## config.mk

```make
export PLATFORM = sky130hd
export DESIGN_NAME = mining_result_tx
export DESIGN_NICKNAME = d
export VERILOG_FILES = /design/src/rtl/mining_result_tx_pkg.sv /design/src/rtl/mining_result_fifo.sv /design/src/rtl/mining_result_tx.sv
export SDC_FILE = /design/constraint.sdc
export NUM_CORES = 1
export LEC_CHECK = 0
export BUFFER_PORTS_ARGS = -buffer_cell sky130_fd_sc_hd__clkbuf_2
export CAP_MARGIN = 20
export CORE_MARGIN = 2
export CORE_UTILIZATION = 55
export DETAILED_ROUTE_END_ITERATION = 6
export GPL_TIMING_DRIVEN = 0
export PLACE_DENSITY = 0.71
export SLEW_MARGIN = 20
export SYNTH_ARGS = -nofsm -noshare
export SYNTH_HDL_FRONTEND = slang
export SYNTH_SLANG_ARGS = --single-unit
```

## constraint.sdc

```tcl
create_clock -name clk -period 22 [get_ports clk]
set_clock_uncertainty 0.05 [all_clocks]
set_input_delay 2.2 -clock clk [delete_from_list [all_inputs] [get_ports clk]]
set_output_delay 2.2 -clock clk [all_outputs]
set_load 0.005 [all_outputs]
```

## src/rtl/mining_result_tx_pkg.sv

```systemverilog
// Shared definitions for the mining result transmitter: frame constants,
// FSM encoding, the FIFO entry layout and the frame checksum helper.
package mining_result_tx_pkg;

  localparam logic [7:0] HDR0        = 8'h55;
  localparam logic [7:0] HDR1        = 8'hAA;
  localparam logic [7:0] TYPE_NONCE  = 8'h01;
  localparam logic [7:0] TYPE_FULL   = 8'h02;
  localparam int         FRAME_BYTES = 12;

  localparam logic [1:0] ST_IDLE = 2'd0;
  localparam logic [1:0] ST_LOAD = 2'd1;
  localparam logic [1:0] ST_SEND = 2'd2;

  localparam logic KIND_NONCE = 1'b0;
  localparam logic KIND_FULL  = 1'b1;

  typedef struct packed {
    logic        kind;
    logic [31:0] en2;
    logic [31:0] nonce;
  } result_t;

  // XOR of TYPE and the eight payload bytes (frame bytes 2..10)
  function automatic logic [7:0] frame_chk(input logic [7:0] kind,
                                           input logic [31:0] en2,
                                           input logic [31:0] nonce);
    logic [7:0] acc;
    acc = kind;
    for (int i = 0; i < 4; i++) begin
      acc = acc ^ en2[8*i +: 8] ^ nonce[8*i +: 8];
    end
    return acc;
  endfunction

endpackage

```

## src/rtl/mining_result_fifo.sv

```systemverilog
// Synchronous result FIFO with full/empty flags and occupancy count.
// A push into a full FIFO is accepted when a pop happens in the same cycle.
module mining_result_fifo #(
  parameter int WIDTH = 65,
  parameter int DEPTH = 4
) (
  input  logic                     clk,
  input  logic                     rst,
  input  logic                     push,
  input  logic [WIDTH-1:0]         push_data,
  input  logic                     pop,
  output logic [WIDTH-1:0]         pop_data,
  output logic                     full,
  output logic                     empty,
  output logic [$clog2(DEPTH):0]   count
);

  localparam int AW = $clog2(DEPTH);
  localparam logic [AW:0] FULL_CNT = (AW+1)'(DEPTH);

  logic [WIDTH-1:0] mem [DEPTH];
  logic [AW-1:0]    wr_ptr;
  logic [AW-1:0]    rd_ptr;
  logic             do_push;
  logic             do_pop;

  assign full     = (count == FULL_CNT);
  assign empty    = (count == {(AW+1){1'b0}});
  assign do_pop   = pop && !empty;
  assign do_push  = push && (!full || do_pop);
  assign pop_data = mem[rd_ptr];

  // storage array
  always_ff @(posedge clk or posedge rst) begin
    if (rst) begin
      for (int i = 0; i < DEPTH; i++) begin
        mem[i] <= {WIDTH{1'b0}};
      end
    end else if (do_push) begin
      mem[wr_ptr] <= push_data;
    end
  end

  // pointers wrap naturally because DEPTH is a power of two
  always_ff @(posedge clk or posedge rst) begin
    if (rst) begin
      wr_ptr <= {AW{1'b0}};
      rd_ptr <= {AW{1'b0}};
      count  <= {(AW+1){1'b0}};
    end else begin
      if (do_push) begin
        wr_ptr <= wr_ptr + {{(AW-1){1'b0}}, 1'b1};
      end
      if (do_pop) begin
        rd_ptr <= rd_ptr + {{(AW-1){1'b0}}, 1'b1};
      end
      case ({do_push, do_pop})
        2'b10:   count <= count + {{AW{1'b0}}, 1'b1};
        2'b01:   count <= count - {{AW{1'b0}}, 1'b1};
        default: count <= count;
      endcase
    end
  end

endmodule

```

## src/rtl/mining_result_tx.sv

```systemverilog
// Buffers nonce-found / space-full events and serializes each one into a
// 12-byte checksummed frame on a valid/ready byte stream.
module mining_result_tx
  import mining_result_tx_pkg::*;
#(
  parameter int DATA_WID      = 32,
  parameter int UART_DATA_WID = 8,
  parameter int FIFO_DEPTH    = 4
) (
  input  logic                     clk,
  input  logic                     rst,
  input  logic [DATA_WID-1:0]      iv_mining_extranounce2,
  input  logic [DATA_WID-1:0]      iv_mining_nounce,
  input  logic                     i_mining_nounce_vld,
  input  logic                     i_mining_nounce_full,
  output logic [UART_DATA_WID-1:0] ov_tx_data,
  output logic                     o_tx_vld,
  input  logic                     i_tx_rdy,
  output logic [7:0]               ov_drop_cnt,
  output logic                     o_busy
);

  localparam int          ENTRY_W  = $bits(result_t);
  localparam int          CNT_W    = $clog2(FIFO_DEPTH) + 1;
  localparam int          FRAME_W  = 8 * FRAME_BYTES;
  localparam logic [3:0]  LAST_IDX = 4'(FRAME_BYTES - 1);

  result_t             push_entry;
  result_t             pop_entry;
  logic                fifo_push;
  logic                fifo_pop;
  logic                fifo_full;
  logic                fifo_empty;
  logic [CNT_W-1:0]    fifo_count;
  logic                pend_drain;

  logic                pend_r;
  logic [DATA_WID-1:0] pend_en2_r;
  logic [DATA_WID-1:0] pend_nonce_r;
  logic [7:0]          drop_r;
  logic [1:0]          state_r;
  logic [3:0]          idx_r;
  logic [FRAME_W-1:0]  frame_r;
  logic                vld_r;
  logic [7:0]          pop_type;

  mining_result_fifo #(
    .WIDTH (ENTRY_W),
    .DEPTH (FIFO_DEPTH)
  ) u_fifo (
    .clk       (clk),
    .rst       (rst),
    .push      (fifo_push),
    .push_data (push_entry),
    .pop       (fifo_pop),
    .pop_data  (pop_entry),
    .full      (fifo_full),
    .empty     (fifo_empty),
    .count     (fifo_count)
  );

  // nonce events have priority; a full event waits for a cycle without one
  always_comb begin
    fifo_push  = 1'b0;
    pend_drain = 1'b0;
    push_entry = {ENTRY_W{1'b0}};
    if (i_mining_nounce_vld) begin
      fifo_push        = !fifo_full;
      push_entry.kind  = KIND_NONCE;
      push_entry.en2   = iv_mining_extranounce2;
      push_entry.nonce = iv_mining_nounce;
    end else if ((i_mining_nounce_full || pend_r) && !fifo_full) begin
      fifo_push       = 1'b1;
      pend_drain      = 1'b1;
      push_entry.kind = KIND_FULL;
      if (i_mining_nounce_full) begin
        push_entry.en2   = iv_mining_extranounce2;
        push_entry.nonce = iv_mining_nounce;
      end else begin
        push_entry.en2   = pend_en2_r;
        push_entry.nonce = pend_nonce_r;
      end
    end else begin
      fifo_push  = 1'b0;
      pend_drain = 1'b0;
    end
  end

  // pending space-full event; a newer full pulse simply replaces the payload
  always_ff @(posedge clk or posedge rst) begin
    if (rst) begin
      pend_r       <= 1'b0;
      pend_en2_r   <= {DATA_WID{1'b0}};
      pend_nonce_r <= {DATA_WID{1'b0}};
    end else begin
      if (i_mining_nounce_full) begin
        pend_en2_r   <= iv_mining_extranounce2;
        pend_nonce_r <= iv_mining_nounce;
      end
      if (pend_drain) begin
        pend_r <= 1'b0;
      end else if (i_mining_nounce_full) begin
        pend_r <= 1'b1;
      end
    end
  end

  // saturating overflow counter
  always_ff @(posedge clk or posedge rst) begin
    if (rst) begin
      drop_r <= 8'h00;
    end else if (i_mining_nounce_vld && fifo_full && (drop_r != 8'hFF)) begin
      drop_r <= drop_r + 8'h01;
    end
  end

  assign fifo_pop = (state_r == ST_IDLE) && !fifo_empty;
  assign pop_type = (pop_entry.kind == KIND_FULL) ? TYPE_FULL : TYPE_NONCE;

  // frame FSM: the byte on the wire is always the top byte of frame_r
  always_ff @(posedge clk or posedge rst) begin
    if (rst) begin
      state_r <= ST_IDLE;
      idx_r   <= 4'd0;
      frame_r <= {FRAME_W{1'b0}};
      vld_r   <= 1'b0;
    end else begin
      case (state_r)
        ST_IDLE: begin
          if (!fifo_empty) begin
            frame_r <= {HDR0, HDR1, pop_type, pop_entry.en2, pop_entry.nonce,
                        frame_chk(pop_type, pop_entry.en2, pop_entry.nonce)};
            state_r <= ST_LOAD;
          end
        end
        ST_LOAD: begin
          idx_r   <= 4'd0;
          vld_r   <= 1'b1;
          state_r <= ST_SEND;
        end
        ST_SEND: begin
          if (vld_r && i_tx_rdy) begin
            frame_r <= {frame_r[FRAME_W-9:0], 8'h00};
            if (idx_r == LAST_IDX) begin
              idx_r   <= 4'd0;
              vld_r   <= 1'b0;
              state_r <= ST_IDLE;
            end else begin
              idx_r <= idx_r + 4'd1;
            end
          end
        end
        default: begin
          idx_r   <= 4'd0;
          vld_r   <= 1'b0;
          state_r <= ST_IDLE;
        end
      endcase
    end
  end

  assign ov_tx_data  = frame_r[FRAME_W-1 -: UART_DATA_WID];
  assign o_tx_vld    = vld_r;
  assign ov_drop_cnt = drop_r;
  assign o_busy      = (fifo_count != {CNT_W{1'b0}}) || pend_r || (state_r != ST_IDLE);

endmodule

```

# After elaboration in Yosys (flattened, before gate mapping)
# Cells that the tools add are included.
# totals
register_bits	443
input_bits	69
out_inout_bits	18
elab_cells	99
# op_classes
add_sub_neg	6
magnitude_cmp	3
n_eq_ne	10
mux	29
bitwise	11
reduce_logical	25
# ops
cell	count
2-to-1 mux 65 bit	5
bitwise mux 260 bit	1
2-to-1 mux 96 bit	2
case mux 96 bit (2 select lines)	1
binary-select mux 65 bit (select 2 bit)	1
demux 65 bit (select 2 bit)	1
2-to-1 mux 64 bit	1
XOR 8 bit	7
AND reduction 3 bit	3
adder 8 x 1 -> 8 bit (second input constant)	1
logical AND 1 bit	8
2-to-1 mux 2 bit	4
2-to-1 mux 4 bit	2
inequality test 8 bit (second input constant)	1
case mux 4 bit (2 select lines)	1
nonzero test 2 bit	4
XOR 2 x 8 -> 8 bit	1
2-to-1 mux 1 bit	7
greater-or-equal comparator 3 bit (second input constant)	2
inequality test 2 bit (second input constant)	3
NOT 2 -> 3 bit	2
case mux 2 bit (3 select lines)	1
case mux 3 bit (2 select lines)	1
adder 2 x 1 -> 2 bit (second input constant)	2
16 further kinds	22

# Depth between registers and ports, before layout
# depth
ltp_word	15
ltp_mapped	11
depth_no_buf	9

# Modules after synthesis
# Synthesis repeated with hierarchy kept, for this count alone.
# unflattened
cells_unflattened	1500
hier_area_um2	20144.3
# by_module_without_submodules
mod	instances	cells_per_inst	area_each_um2	seq_area_each_um2
mining_result_fifo	1	670	11705.0	6681.4
mining_result_tx	1	830	8439.3	4404.2

# Worst setup path before layout
# Ideal clock, no wire load.
# synth_timing
path_kind	input -> register
start	input i_mining_nounce_full
end	register u_fifo.count[2]
setup_ns	0.079
t_arrival_ns	3.518
required_ns	21.871
setup_slack_ns	18.352
cell_stages	9
n_path_buf	0
cell_sequence	nor3_1 -> nor2_1 -> inv_1 -> ha_1 -> inv_1 -> fa_1 -> xor2_1 -> nor2_1 -> xor2_1
# synth_between
elab_chain_cells	7
word_cells_on_any_way	9
cone_classes	eq/ne (2); mux (3); reduce/logical (4)
# synth_lines
element	line	source
start: declaration	mining_result_tx.sv:15	input logic i_mining_nounce_full,
logical OR 1 bit *	mining_result_tx.sv:72	end else if ((i_mining_nounce_full || pend_r) && !fifo_full) begin
logical AND 1 bit *	mining_result_tx.sv:72	
2-to-1 mux 1 bit *	mining_result_tx.sv:72	
2-to-1 mux 1 bit *	mining_result_tx.sv:67	if (i_mining_nounce_vld) begin
logical AND 1 bit *	mining_result_fifo.sv:30	assign do_push = push && (!full || do_pop);
== test 2 x 1 -> 1 bit or == test 2 bit (tied branches)	mining_result_fifo.sv:57	case ({do_push, do_pop})
case mux 3 bit (2 select lines) or nonzero test 2 bit (tied branches)	-	
end signal: assignment	mining_result_fifo.sv:58	2'b10: count <= count + {{AW{1'b0}}, 1'b1};
end signal: assignment	mining_result_fifo.sv:59	2'b01: count <= count - {{AW{1'b0}}, 1'b1};
end signal: assignment	mining_result_fifo.sv:60	default: count <= count;
end: declaration	mining_result_fifo.sv:15	output logic [$clog2(DEPTH):0] count
# Every way passes the cells marked *; elsewhere a longest branch is shown, timed or not.
# A chain may end at the register's enable or synchronous reset.

# Final worst setup path
# layout_timing
start	input i_mining_nounce_full
end	register u_fifo.mem[74] (netlist bit)
# layout_between
elab_chain_cells	5
word_cells_on_any_way	9
cone_classes	mux (6); reduce/logical (3)
# layout_lines
element	line	source
logical OR 1 bit	mining_result_tx.sv:72	
logical AND 1 bit	mining_result_tx.sv:72	
2-to-1 mux 65 bit or 2-to-1 mux 1 bit (tied branches)	mining_result_tx.sv:72	
2-to-1 mux 65 bit or 2-to-1 mux 1 bit (tied branches)	mining_result_tx.sv:67	
bitwise mux 260 bit or logical AND 1 bit (tied branches)	mining_result_fifo.sv:40, mining_result_fifo.sv:30	
end signal: indexed assignment	mining_result_fifo.sv:37	mem[i] <= {WIDTH{1'b0}};
end signal: indexed assignment	mining_result_fifo.sv:40	mem[wr_ptr] <= push_data;
end: declaration	mining_result_fifo.sv:21	logic [WIDTH-1:0] mem [DEPTH];
# Several ways; a longest one is shown, not always the timed one.

==> flow_summary_export.csv <==
group,metric,value,unit
power,ir_worst_vdd,0.0924,mV
logic_synthesis,synthArstFlopShare,100,%
clock_network,clockBufferDepth,3,
sta,timing.final.crit_period,4.07,ns
layout,drive_above_1_share,16.9,%
critical_path,cp.required,22.36,ns
logic_synthesis,yosys.area.top_type,"dfrtp_1",
route,vias,14500,
clock_network,post_cts_buffers,0,
grt,grt_first_pass_wirelength,82200,um
min_path,hold_path_depth,2,
floorplan,initial_core_util,56.0,%
route,drt-vias-per-instance,6.00,
critical_path,rr_endpoint,"u_fifo.mem[203]",
sta,maxSlewHeadroom,35.2,%
critical_path,crit_arrival,4.43,ns
grt,grt_antenna_before_repair,0,
layout,syn_to_final_growth,13.9,%
sta,fin_setup_tns,0,ns
sta,fin_ws,17.93,ns
clock_network,insertion_delay,0.57,ns
clock_network,cts.htree.levels,2,
placement,place_congestion,0.837,
floorplan,rows,68,
layout,n_antenna_cell,0,
critical_path,criticalPathCategory,"input pin to flop",
grt,grtUsageTotal,29.3,%
placement,placed_area,0.0205,mm2
floorplan,die_y,192,um
logic_synthesis,ys.flop_type,"dfrtp_1",
route,wl_met3,3670,um
layout,design_area,0.0220,mm2
critical_path,r2r_slack,19.15,ns
sta,hold_ws,0.414,ns
min_path,hold_end,"frame_r[89]",
min_path,holdCritStartpoint,"frame_r[89]",
critical_path,r2r_cells,7,
grt,grt-ovfl-total,0,
logic_synthesis,synth-edff-count,0,
route,drt_iter0_markers,1345,
sta,rsz0062_at_grt,"no",
sta,max_freq,246,MHz
sta,finalSetupViolCount,0,
placement,portBuffers,86,
sta,report.final.hold_viol_count,0,
logic_synthesis,synth_nets,1860,
logic_synthesis,netlist_top_cells_count,"443 x dfrtp_1, 438 x nand2_1, 268 x o21ai_0",
placement,dp_hpwl,36300,um
grt,grt_pass1_vias,14400,
logic_synthesis,yosysMostFrequentCell,"dfrtp_1",
floorplan,core_area,0.0345,mm2
route,ant_nets,0,
route,highest_layer,"met4",
logic_synthesis,synth-seq-cells,443,
sta,slew_violations,0,
clock_network,ctsHoldBuffers,0,
clock_network,cts.sinks,443,
route,wl_met1,22000,um
logic_synthesis,yosys.cell_types.count,36,
clock_network,post_cts_resized,0,
placement,place_ws,17.44,ns
route,drc,0,
logic_synthesis,synth_area,0.0193,mm2
sta,worst_pin_slew,0.972,ns
clock_network,cts_tree,"done",
flow_run,maxCapViolCount,0,
route,wl_per_cell,21.5,um
sta,fin_crit_sh,18.5,%
critical_path,timing.rr.start,"u_fifo.count[0]",
floorplan,io_pins,87,
critical_path,path_max_fanout,10,
clock_network,clkSlewWorstSetupHoldPaths,0.06,ns
clock_network,cts_buffers,46,
power,powerDensity,176,mW/mm2
power,leakagePower,9.82,nW
logic_synthesis,synth_seq_area_share,57.3,%
critical_path,end_kind,"flop",
min_path,min_path_type,"flop to flop",
logic_synthesis,synth_top_area_share,57.3,%
logic_synthesis,synth_cells,1783,
outcome,status,"completed",
route,drt_pass1_iterations,5,
floorplan,die_area,0.0367,mm2
route,wl_met2,24500,um
layout,finalCoreUtilization,63.8,%
clock_network,cts-root-buf,"clkbuf_16",
critical_path,startpoint_type,"input pin",
logic_synthesis,synthTopCellsByArea,"dfrtp_1 57%, nand2_1 8.5%, o21ai_0 6.9%, mux4_2 5.7%, mux2_2 3.8%",
logic_synthesis,yosys_warnings,0,
floorplan,die_width,192,um
logic_synthesis,syn-mean-instance-area,10.8,um2
route,routed_wl,51800,um
grt,grt_max_degree,114,
layout,nets,1999,
==> power by group <==
group | internal, mW | switching (mW) | total [mW] | leakage [nW]
Combinational | 0.680 | 1.08 | 1.76 | 3.54
Clock | 0.471 | 0.328 | 0.799 | 0.775
Sequential | 1.14 | 0.170 | 1.31 | 5.50
==> cell type report <==
cell class	instances	area [um2]
buffer	137	643
clock buffer	64	1330
clock inverter	20	233
fill	2770	12500
inverter	12	52.6
multi-input combinational	1191	7570
sequential	443	11100
tap	455	569
timing repair buffer	91	548
==> critical path: stages <==
cell and delay (ns):
clkbuf_2 0.11, clkbuf_1 0.73, buf_2 0.41, mux2_2 0.38, a22oi_1 0.42, o21ai_0 0.18
==> metrics by stage <==
| step | cells | power (mW) |
|---|---|---|
| floorplan | 1783 | 2.49 |
| global placement | 2324 | 2.99 |
| detailed placement | 2329 | 3.06 |
| CTS | 2413 | 3.86 |
| global route | 2413 | 4.09 |
| finish | 2413 | 3.87 |
==> registers in the layout (all words and copies together) (netlist names) <==
signal and count:
ov_drop_cnt 8, u_fifo.wr_ptr 2, o_tx_vld 1, u_fifo.rd_ptr 2
frame_r 96, pend_en2_r 32, u_fifo.count 3, u_fifo.mem 260
state_r 2, pend_r 1, idx_r 4, pend_nonce_r 32
==> how the worst max path moves through the flow <==
stage                     depth (start not counted)               to            startpoint
after global routing                              6   u_fifo.mem[74]  i_mining_nounce_full
final                                             6   u_fifo.mem[74]  i_mining_nounce_full
after floorplan                                   1       frame_r[0]                   rst
after CTS                                         6   u_fifo.mem[74]  i_mining_nounce_full
after detailed placement                          6  u_fifo.mem[204]  i_mining_nounce_full
after global placement                            2  u_fifo.mem[165]                   rst
==> cells by family (layout without fill, tap and decap cells) <==
logic type	count (synthesis)	after routing	share of synthesized area [%]
AOI/OAI and AO/OA	409	409	11.9
xor gates and xnor gates	70	70	3.31
adders and majority gates	8	8	0.556
buffers and inverters	149	324	3.56
DFF	443	443	57.3
muxes	132	132	11.8
and+or+nand+nor	572	572	11.5
==> layer usage <==
metal | up-vias | global-route usage, %
met1 | 7379 | 42.7
li1 | 6447 | -
met5 | - | 0
met3 | 101 | 4.04
met4 | 0 | 9.88
met2 | 551 | 45.9
==> layout by cell type (no fill, tap or decap), types with 16 or more instances in the layout <==
master,count
a22oi_1,64
buf_2,30
mux4_1,16
mux2_2,65
nor2_1,91
clkbuf_2,86
mux4_2,49
nand2_1,438
o21ai_0,268
xnor2_1,60
clkbuf_16,47
dfrtp_1,443
clkbuf_1,95
nand3_1,19
a31oi_1,67
No activity file was read; power rests on OpenSTA's default activity.
